**src/rtl/encoder_core.sv**
```systemverilog
// Binary-to-stream encoder: NN lanes, each word x becomes x ones spread over a 2^WR-beat window.
// Latency: first beat valid 1 cycle after load; backpressure holds beat data, counter and accumulators.
// A new vector is accepted in WAIT or alongside the accepted last beat, giving gap-free windows.
module encoder_core #(
    parameter int NN = 8,
    parameter int WR = 6
) (
    input  logic             iCLK,
    input  logic             iRST,
    input  logic             iValid_AB,
    output logic             oReady_AB,
    input  logic [NN*WR-1:0] iData_AB,
    output logic             oValid_SS,
    input  logic             iReady_SS,
    output logic [NN-1:0]    oData_SS,
    output logic             oLast_SS
);

    typedef enum logic [1:0] {
        IDLE   = 2'd0,
        WAIT   = 2'd1,
        STREAM = 2'd2
    } state_t;

    state_t          state;
    logic [WR-1:0]   rx   [NN];
    logic [WR-1:0]   racc [NN];
    logic [WR-1:0]   rcnt;
    logic [WR:0]     sum  [NN];
    logic [NN-1:0]   carry;
    logic            load;
    logic            beat_acc;
    logic            last_beat;

    // Outputs are forced low while reset is held so the reset cycle itself is quiet.
    assign oValid_SS = (state == STREAM) && !iRST;
    assign last_beat = (rcnt == '1);
    assign oLast_SS  = oValid_SS && last_beat;
    assign beat_acc  = oValid_SS && iReady_SS;
    assign oReady_AB = !iRST && ((state == WAIT) || (state == STREAM && last_beat && iReady_SS));
    assign load      = iValid_AB && oReady_AB;

    // First-order error feedback: the carry out of racc + rx is the emitted bit.
    always_comb begin
        for (int i = 0; i < NN; i++) begin
            sum[i]   = {1'b0, racc[i]} + {1'b0, rx[i]};
            carry[i] = sum[i][WR];
        end
    end

    assign oData_SS = carry & {NN{oValid_SS}};

    always_ff @(posedge iCLK) begin
        if (iRST) begin
            state <= IDLE;
            rcnt  <= '0;
            for (int i = 0; i < NN; i++) begin
                racc[i] <= '0;
            end
        end else begin
            case (state)
                IDLE:    state <= WAIT;
                WAIT:    if (load) state <= STREAM;
                STREAM:  if (beat_acc && last_beat && !load) state <= WAIT;
                default: state <= IDLE;
            endcase

            // A coincident load wins over the final beat update; that beat already left.
            if (load) begin
                rcnt <= '0;
                for (int i = 0; i < NN; i++) begin
                    rx[i]   <= iData_AB[i*WR +: WR];
                    racc[i] <= '0;
                end
            end else if (beat_acc) begin
                rcnt <= rcnt + 1'b1;
                for (int i = 0; i < NN; i++) begin
                    racc[i] <= sum[i][WR-1:0];
                end
            end
        end
    end

endmodule

```
**config.mk**
```make
export PLATFORM = sky130hd
export DESIGN_NAME = encoder_core
export DESIGN_NICKNAME = d
export VERILOG_FILES = /design/src/rtl/encoder_core.sv
export SDC_FILE = /design/constraint.sdc
export NUM_CORES = 1
export LEC_CHECK = 0
export ABC_AREA = 1
export BUFFER_PORTS_ARGS = -buffer_cell sky130_fd_sc_hd__buf_4
export CORE_MARGIN = 2
export CORE_UTILIZATION = 45
export CTS_CLUSTER_SIZE = 16
export DETAILED_ROUTE_END_ITERATION = 16
export RECOVER_POWER = 100
export SYNTH_ARGS = -nofsm -noshare
export SYNTH_HDL_FRONTEND = slang
export SYNTH_SLANG_ARGS = --single-unit
```
**constraint.sdc**
```tcl
create_clock -name iCLK -period 3.8 [get_ports iCLK]
set_input_delay 0.57 -clock iCLK [delete_from_list [all_inputs] [get_ports iCLK]]
set_output_delay 0.57 -clock iCLK [all_outputs]
set_load 0.005 [all_outputs]
```
Word-level counts from Yosys, hierarchy flattened
Memory sizes are Yosys's and may differ from the RTL's.
Index checks and enable logic that the tools add are counted.
{ "op_classes": {"add_sub_neg": 9, "n_reduce_logical": 15, "muxes": 28, "n_eq_ne": 5, "n_bitwise": 17} }
{ "ops": {"columns": ["cell", "n"], "rows": [
  ["6-bit two-way mux", 16],
  ["6-bit by 6-bit adder with 7-bit output", 8],
  ["1-bit bitwise OR", 16],
  ["1-bit logical AND", 9],
  ["1-bit two-way mux", 9],
  ["8-bit bitwise AND", 1],
  ["6-bit by 1-bit adder with 6-bit output, second input constant", 1],
  ["6-bit == test, second input constant", 1],
  ["2-bit case mux with 3 select lines", 1],
  ["2-bit two-way mux", 2],
  ["2-bit by 1-bit == test with 1-bit output, second input constant", 1],
  ["2-bit == test, second input constant", 1],
  ["1-bit logical NOT", 2],
  ["2-bit logical NOT", 1],
  ["2-bit by 1-bit != test with 1-bit output, second input constant", 1],
  ["2-bit != test, second input constant", 1],
  ["2-bit AND reduction", 1],
  ["2-bit OR reduction", 1],
  ["1-bit logical OR", 1]
]} }
{ "totals": {"reg_bits": 8, "elab_cells": 78, "memories": 2, "inputBits": 52, "output_inout_bits": 11, "ramBits": 96} }
{ "mem_list": {"columns": ["name", "words", "word_bits", "rd", "rd_ports_with_merged_regs", "write_ports", "line", "rtl"], "rows": [
  ["racc", 8, 6, 8, 0, 8, "27", "logic [WR-1:0] racc [NN];"],
  ["rx", 8, 6, 8, 0, 8, "26", "logic [WR-1:0] rx [NN];"]
]} }

Longest topological paths before layout
{ "logic_depth": {"ltp_word": 11, "depth_mapped": 10, "depth_no_buf": 10} }

Least setup slack after synthesis
Ideal clock, no wire load.
{ "synth_path": {"path_kind": "input to register", "startpoint": "input iReady_SS", "endpoint": "memory rx[0][0], enable pin", "arrival_ns": 2.013, "required_time_ns": 3.393, "setup_slack_ns": 1.380, "n_path_buf": 0, "stages": 6, "setup_time_ns": 0.407, "cell_sequence": "inv_1 nor2_1 nand2_2 nand2_2 nand3_4 inv_1"} }
{ "synth_rtl": {"columns": ["element", "line", "rtl"], "rows": [
  ["start, declared", "14", "input logic iReady_SS,"],
  ["end, declared", "26", null]
]} }

==> results.py <==
metrics = {
    "final_layout": {
        "area.sequential_um2": 2980,
        "finalNetCount": 676,
        "fill_cells": 1066,
        "final_layout_size_suffix_gt1_frac": 0.159,
        "synthToLayoutAreaGrowth_pct": 15.7,
        "layout.cells.most_common": "sky130_fd_sc_hd__edfxtp_1",
        "final_antenna_diode_count": 0,
        "postLayoutCoreUtil": 0.528,
        "layout_common_cells": "90 x sky130_fd_sc_hd__edfxtp_1, 74 x sky130_fd_sc_hd__nand2_1, 67 x sky130_fd_sc_hd__inv_1",
        "multi_input_comb_area_um2": 2080,
    },
    "yosys": {
        "yosys.area.top_type_share": 0.498,
        "synthAdderAreaFrac": 0.142,
        "synthSimpleGateAreaFrac": 0.175,
        "synth_xor_area_frac": 0.00806,
        "postSynthCellCount": 500,
        "synth_enable_flop_cells": 90,
        "synth_top_cells_by_area": "sky130_fd_sc_hd__edfxtp_1 50%, sky130_fd_sc_hd__ha_1 11%, sky130_fd_sc_hd__dfxtp_1 5.2%",
        "syn-num-nets": 609,
        "syn_std_cell_area_um2": 5430,
        "ys_seq_elements": 104,
        "top_ff_cell_synth": "sky130_fd_sc_hd__edfxtp_1",
        "synth.mux.area_fraction": 0,
        "synth_compound_gate_area_share": 0.0684,
        "ys_types": 31,
        "synth_sequential_area_ratio": 0.549,
        "yosys_warnings": 0,
        "syn-mean-instance-area_um2": 10.9,
        "synth_largest_area_cell": "sky130_fd_sc_hd__edfxtp_1",
        "combinational_family_with_the_most_area_after_synthesis": "simple AND/OR/NAND/NOR gates",
        "async_reset_ff_frac": 0,
    },
    "timing": {
        "rsz0062_at_grt": "false",
        "peak_clock_frequency_supported_by_timing_mhz": 354,
        "max_slew.worst_pin.slew_ns": 0.879,
        "timing.final.crit_share": 0.743,
        "timing.clock.skew_ns": 0.00876,
        "relative_max_transition_margin": 0.412,
        "post-route-min-period_ns": 2.82,
        "finalMaxSlewViolations": 0,
        "setup_viol": 0,
        "timing.setup.tns_ns": 0,
        "report.final.hold_viol_count": 0,
    },
    "global_routing": {
        "gr-total-overflow": 0,
        "largest_net_degree_at_the_start_of_global_routing": 42,
        "first_global_vias": 3455,
        "groute.usage.overall": 0.159,
        "grt_antenna_before_repair": 0,
        "wire_length_of_the_first_global_routing_pass_um": 16000,
    },
    "cts": {
        "htree_levels": 3,
        "clkSinkCount": 104,
        "cts_inserted_buffers": 9,
        "cts_root_buf": "sky130_fd_sc_hd__clkbuf_16",
        "tritoncts": "built",
        "clock_latency_reported_for_the_late_side_of_the_worst_skew_pair_ns": 0.35,
        "clkSlewWorstSetupHoldPaths_ns": 0.07,
        "clock_path_buffers": 2,
        "number_of_instances_resized_during_post_cts_repair": 0,
        "post_cts_setup_buffer_count": 0,
        "holdBufCountCts": 0,
    },
    "worst_setup_path": {
        "max_stage_delay_ns": 0.90,
        "worstSetupPathType": "flip-flop to flip-flop",
        "timing.critical_path.required_ns": 3.87,
        "worst-r2r-setup-slack_ns": 0.98,
        "cp_max_fo": 41,
        "cp_cell_sequence": "ha_1 -> nand3_1 -> nor2_1 -> nand2_1 -> nand2_2 -> nand3_1 -> nand2_2 -> nor3b_1",
        "nature_of_the_critical_path_startpoint": "flip-flop",
        "critPathSlowestCell": "sky130_fd_sc_hd__nand2_2",
        "cp_top_family": "simple AND/OR/NAND/NOR gates",
        "critical_path_arrival_ns": 2.89,
        "r2r-start": "rcnt[0]",
        "cp_bufs_invs": 0,
        "rr_worst_depth": 8,
        "regToRegEndpoint": "racc[0][15]",
        "end_kind": "flip-flop",
    },
    "pwr": {
        "peakVddDrop_mv": 0.270,
        "power_per_cell_area_nw_per_um2": 397,
        "leakagePower_nw": 2.74,
    },
    "routing": {
        "drt_iter0_markers": 190,
        "drtPass1Iterations": 4,
        "wl_um": 9390,
        "avgRoutedWirePerCell_um": 13.1,
        "ant_nets": 0,
        "drcViolationCount": 0,
        "num_vias": 3549,
        "routed_via_density": 4.94,
    },
    "place": {
        "io_buffer_count": 62,
        "routabilityCongestion": 0.830,
        "post-dp-hpwl_um": 6710,
    },
    "min_path": {
        "worstHoldPathCells": 2,
        "class_of_the_tightest_hold_or_removal_check": "input port to flip-flop",
        "whs_endpoint": "state[0]",
        "worstHoldStart": "iRST",
    },
    "floorplanning": {
        "die-height_um": 114,
        "num_io_pins": 63,
        "start_util": 0.456,
        "row_count": 40,
        "floorplan.die.width_um": 114,
        "floorplan.die_area_um2": 13000,
        "design.core.area_um2": 11900,
    },
    "outcome": {
        "run_status": "complete, no violations",
    },
    "job": {
        "maxCapViolations": 0,
    },
}
==> cells by family after synthesis <==
logic type	count (synthesis)
buffers and inverters	77
AND/OR/NAND/NOR	195
XOR/XNOR	5
flip-flops	104
AO/OA/AOI/OAI	62
adder cells (fa/ha/maj)	57
==> layout make-up <==
class                           count  area share
Clock buffer                       11      0.0386
Clock inverter                      5     0.00896
Inverter                           70      0.0420
Multi-Input combinational cell    319       0.331
Sequential cell                   104       0.475
Tap cell                          147      0.0293
Timing Repair Buffer               63      0.0755
==> Yosys cell counts, types with 2 or more instances <==
master                     instances
sky130_fd_sc_hd__buf_2             5
sky130_fd_sc_hd__inv_1            67
sky130_fd_sc_hd__edfxtp_1         90
sky130_fd_sc_hd__nor3b_1          21
sky130_fd_sc_hd__xnor2_1           2
sky130_fd_sc_hd__xor2_1            3
sky130_fd_sc_hd__o211ai_1          7
sky130_fd_sc_hd__or2_2             3
sky130_fd_sc_hd__a31o_2            7
sky130_fd_sc_hd__a21o_1            7
sky130_fd_sc_hd__nand2_2           4
sky130_fd_sc_hd__nand2_1          73
sky130_fd_sc_hd__nor2_1           53
sky130_fd_sc_hd__ha_1             49
sky130_fd_sc_hd__nand3_2           6
sky130_fd_sc_hd__a21oi_1          34
sky130_fd_sc_hd__nand3_1          18
sky130_fd_sc_hd__nand4_1          12
sky130_fd_sc_hd__fa_1              8
sky130_fd_sc_hd__dfxtp_1          14
sky130_fd_sc_hd__o21ai_0           7
==> worst max path at each step <==
| stage | start | end | slack, ns | cells past startpoint |
|---|---|---|---|---|
| floorplan | iReady_SS | rx[0][0] | 1.38 | 6 |
| global placement | iRST | racc[0][12] | 1.31 | 4 |
| detailed placement | iRST | racc[0][12] | 1.31 | 4 |
| CTS | rx[0][18] | oData_SS[3] | 1.07 | 11 |
| global route | rcnt[0] | racc[0][2] | 0.60 | 9 |
| finish | rcnt[0] | racc[0][15] | 0.98 | 8 |
==> where the power goes <==
| part | switching (W) | total (W) | internal [W] |
|---|---|---|---|
| Sequential | 0.0000190 | 0.00131 | 0.00129 |
| Combinational | 0.000143 | 0.000254 | 0.000111 |
| Clock | 0.000401 | 0.000929 | 0.000529 |
==> routing by layer <==
layer,GRT usage,up-vias,part of all wire
li1,-,1861,-
met1,0.212,1618,0.50
met2,0.249,57,0.44
met3,0.0510,13,0.046
met4,0.0512,0,0.018
met5,0,-,0
==> sequential cells by signal, summed over array words and instances (netlist names) <==
signal / count
rx: 48
racc: 48
state: 2
rcnt: 6
==> stage by stage <==
stage	setup slack [ns]	hold WS [ns]	std cells	cell area (um^2)	power, W
global placement	1.31	0.471	703	6060	0.00159
CTS	1.07	0.373	719	6350	0.00254
floorplan	1.38	0.455	500	5430	0.00151
global route	0.601	0.394	719	6280	0.00261
detailed placement	1.31	0.474	703	6060	0.00160
finish	0.977	0.410	719	6280	0.00250
Power figures use the tool's default switching activity.
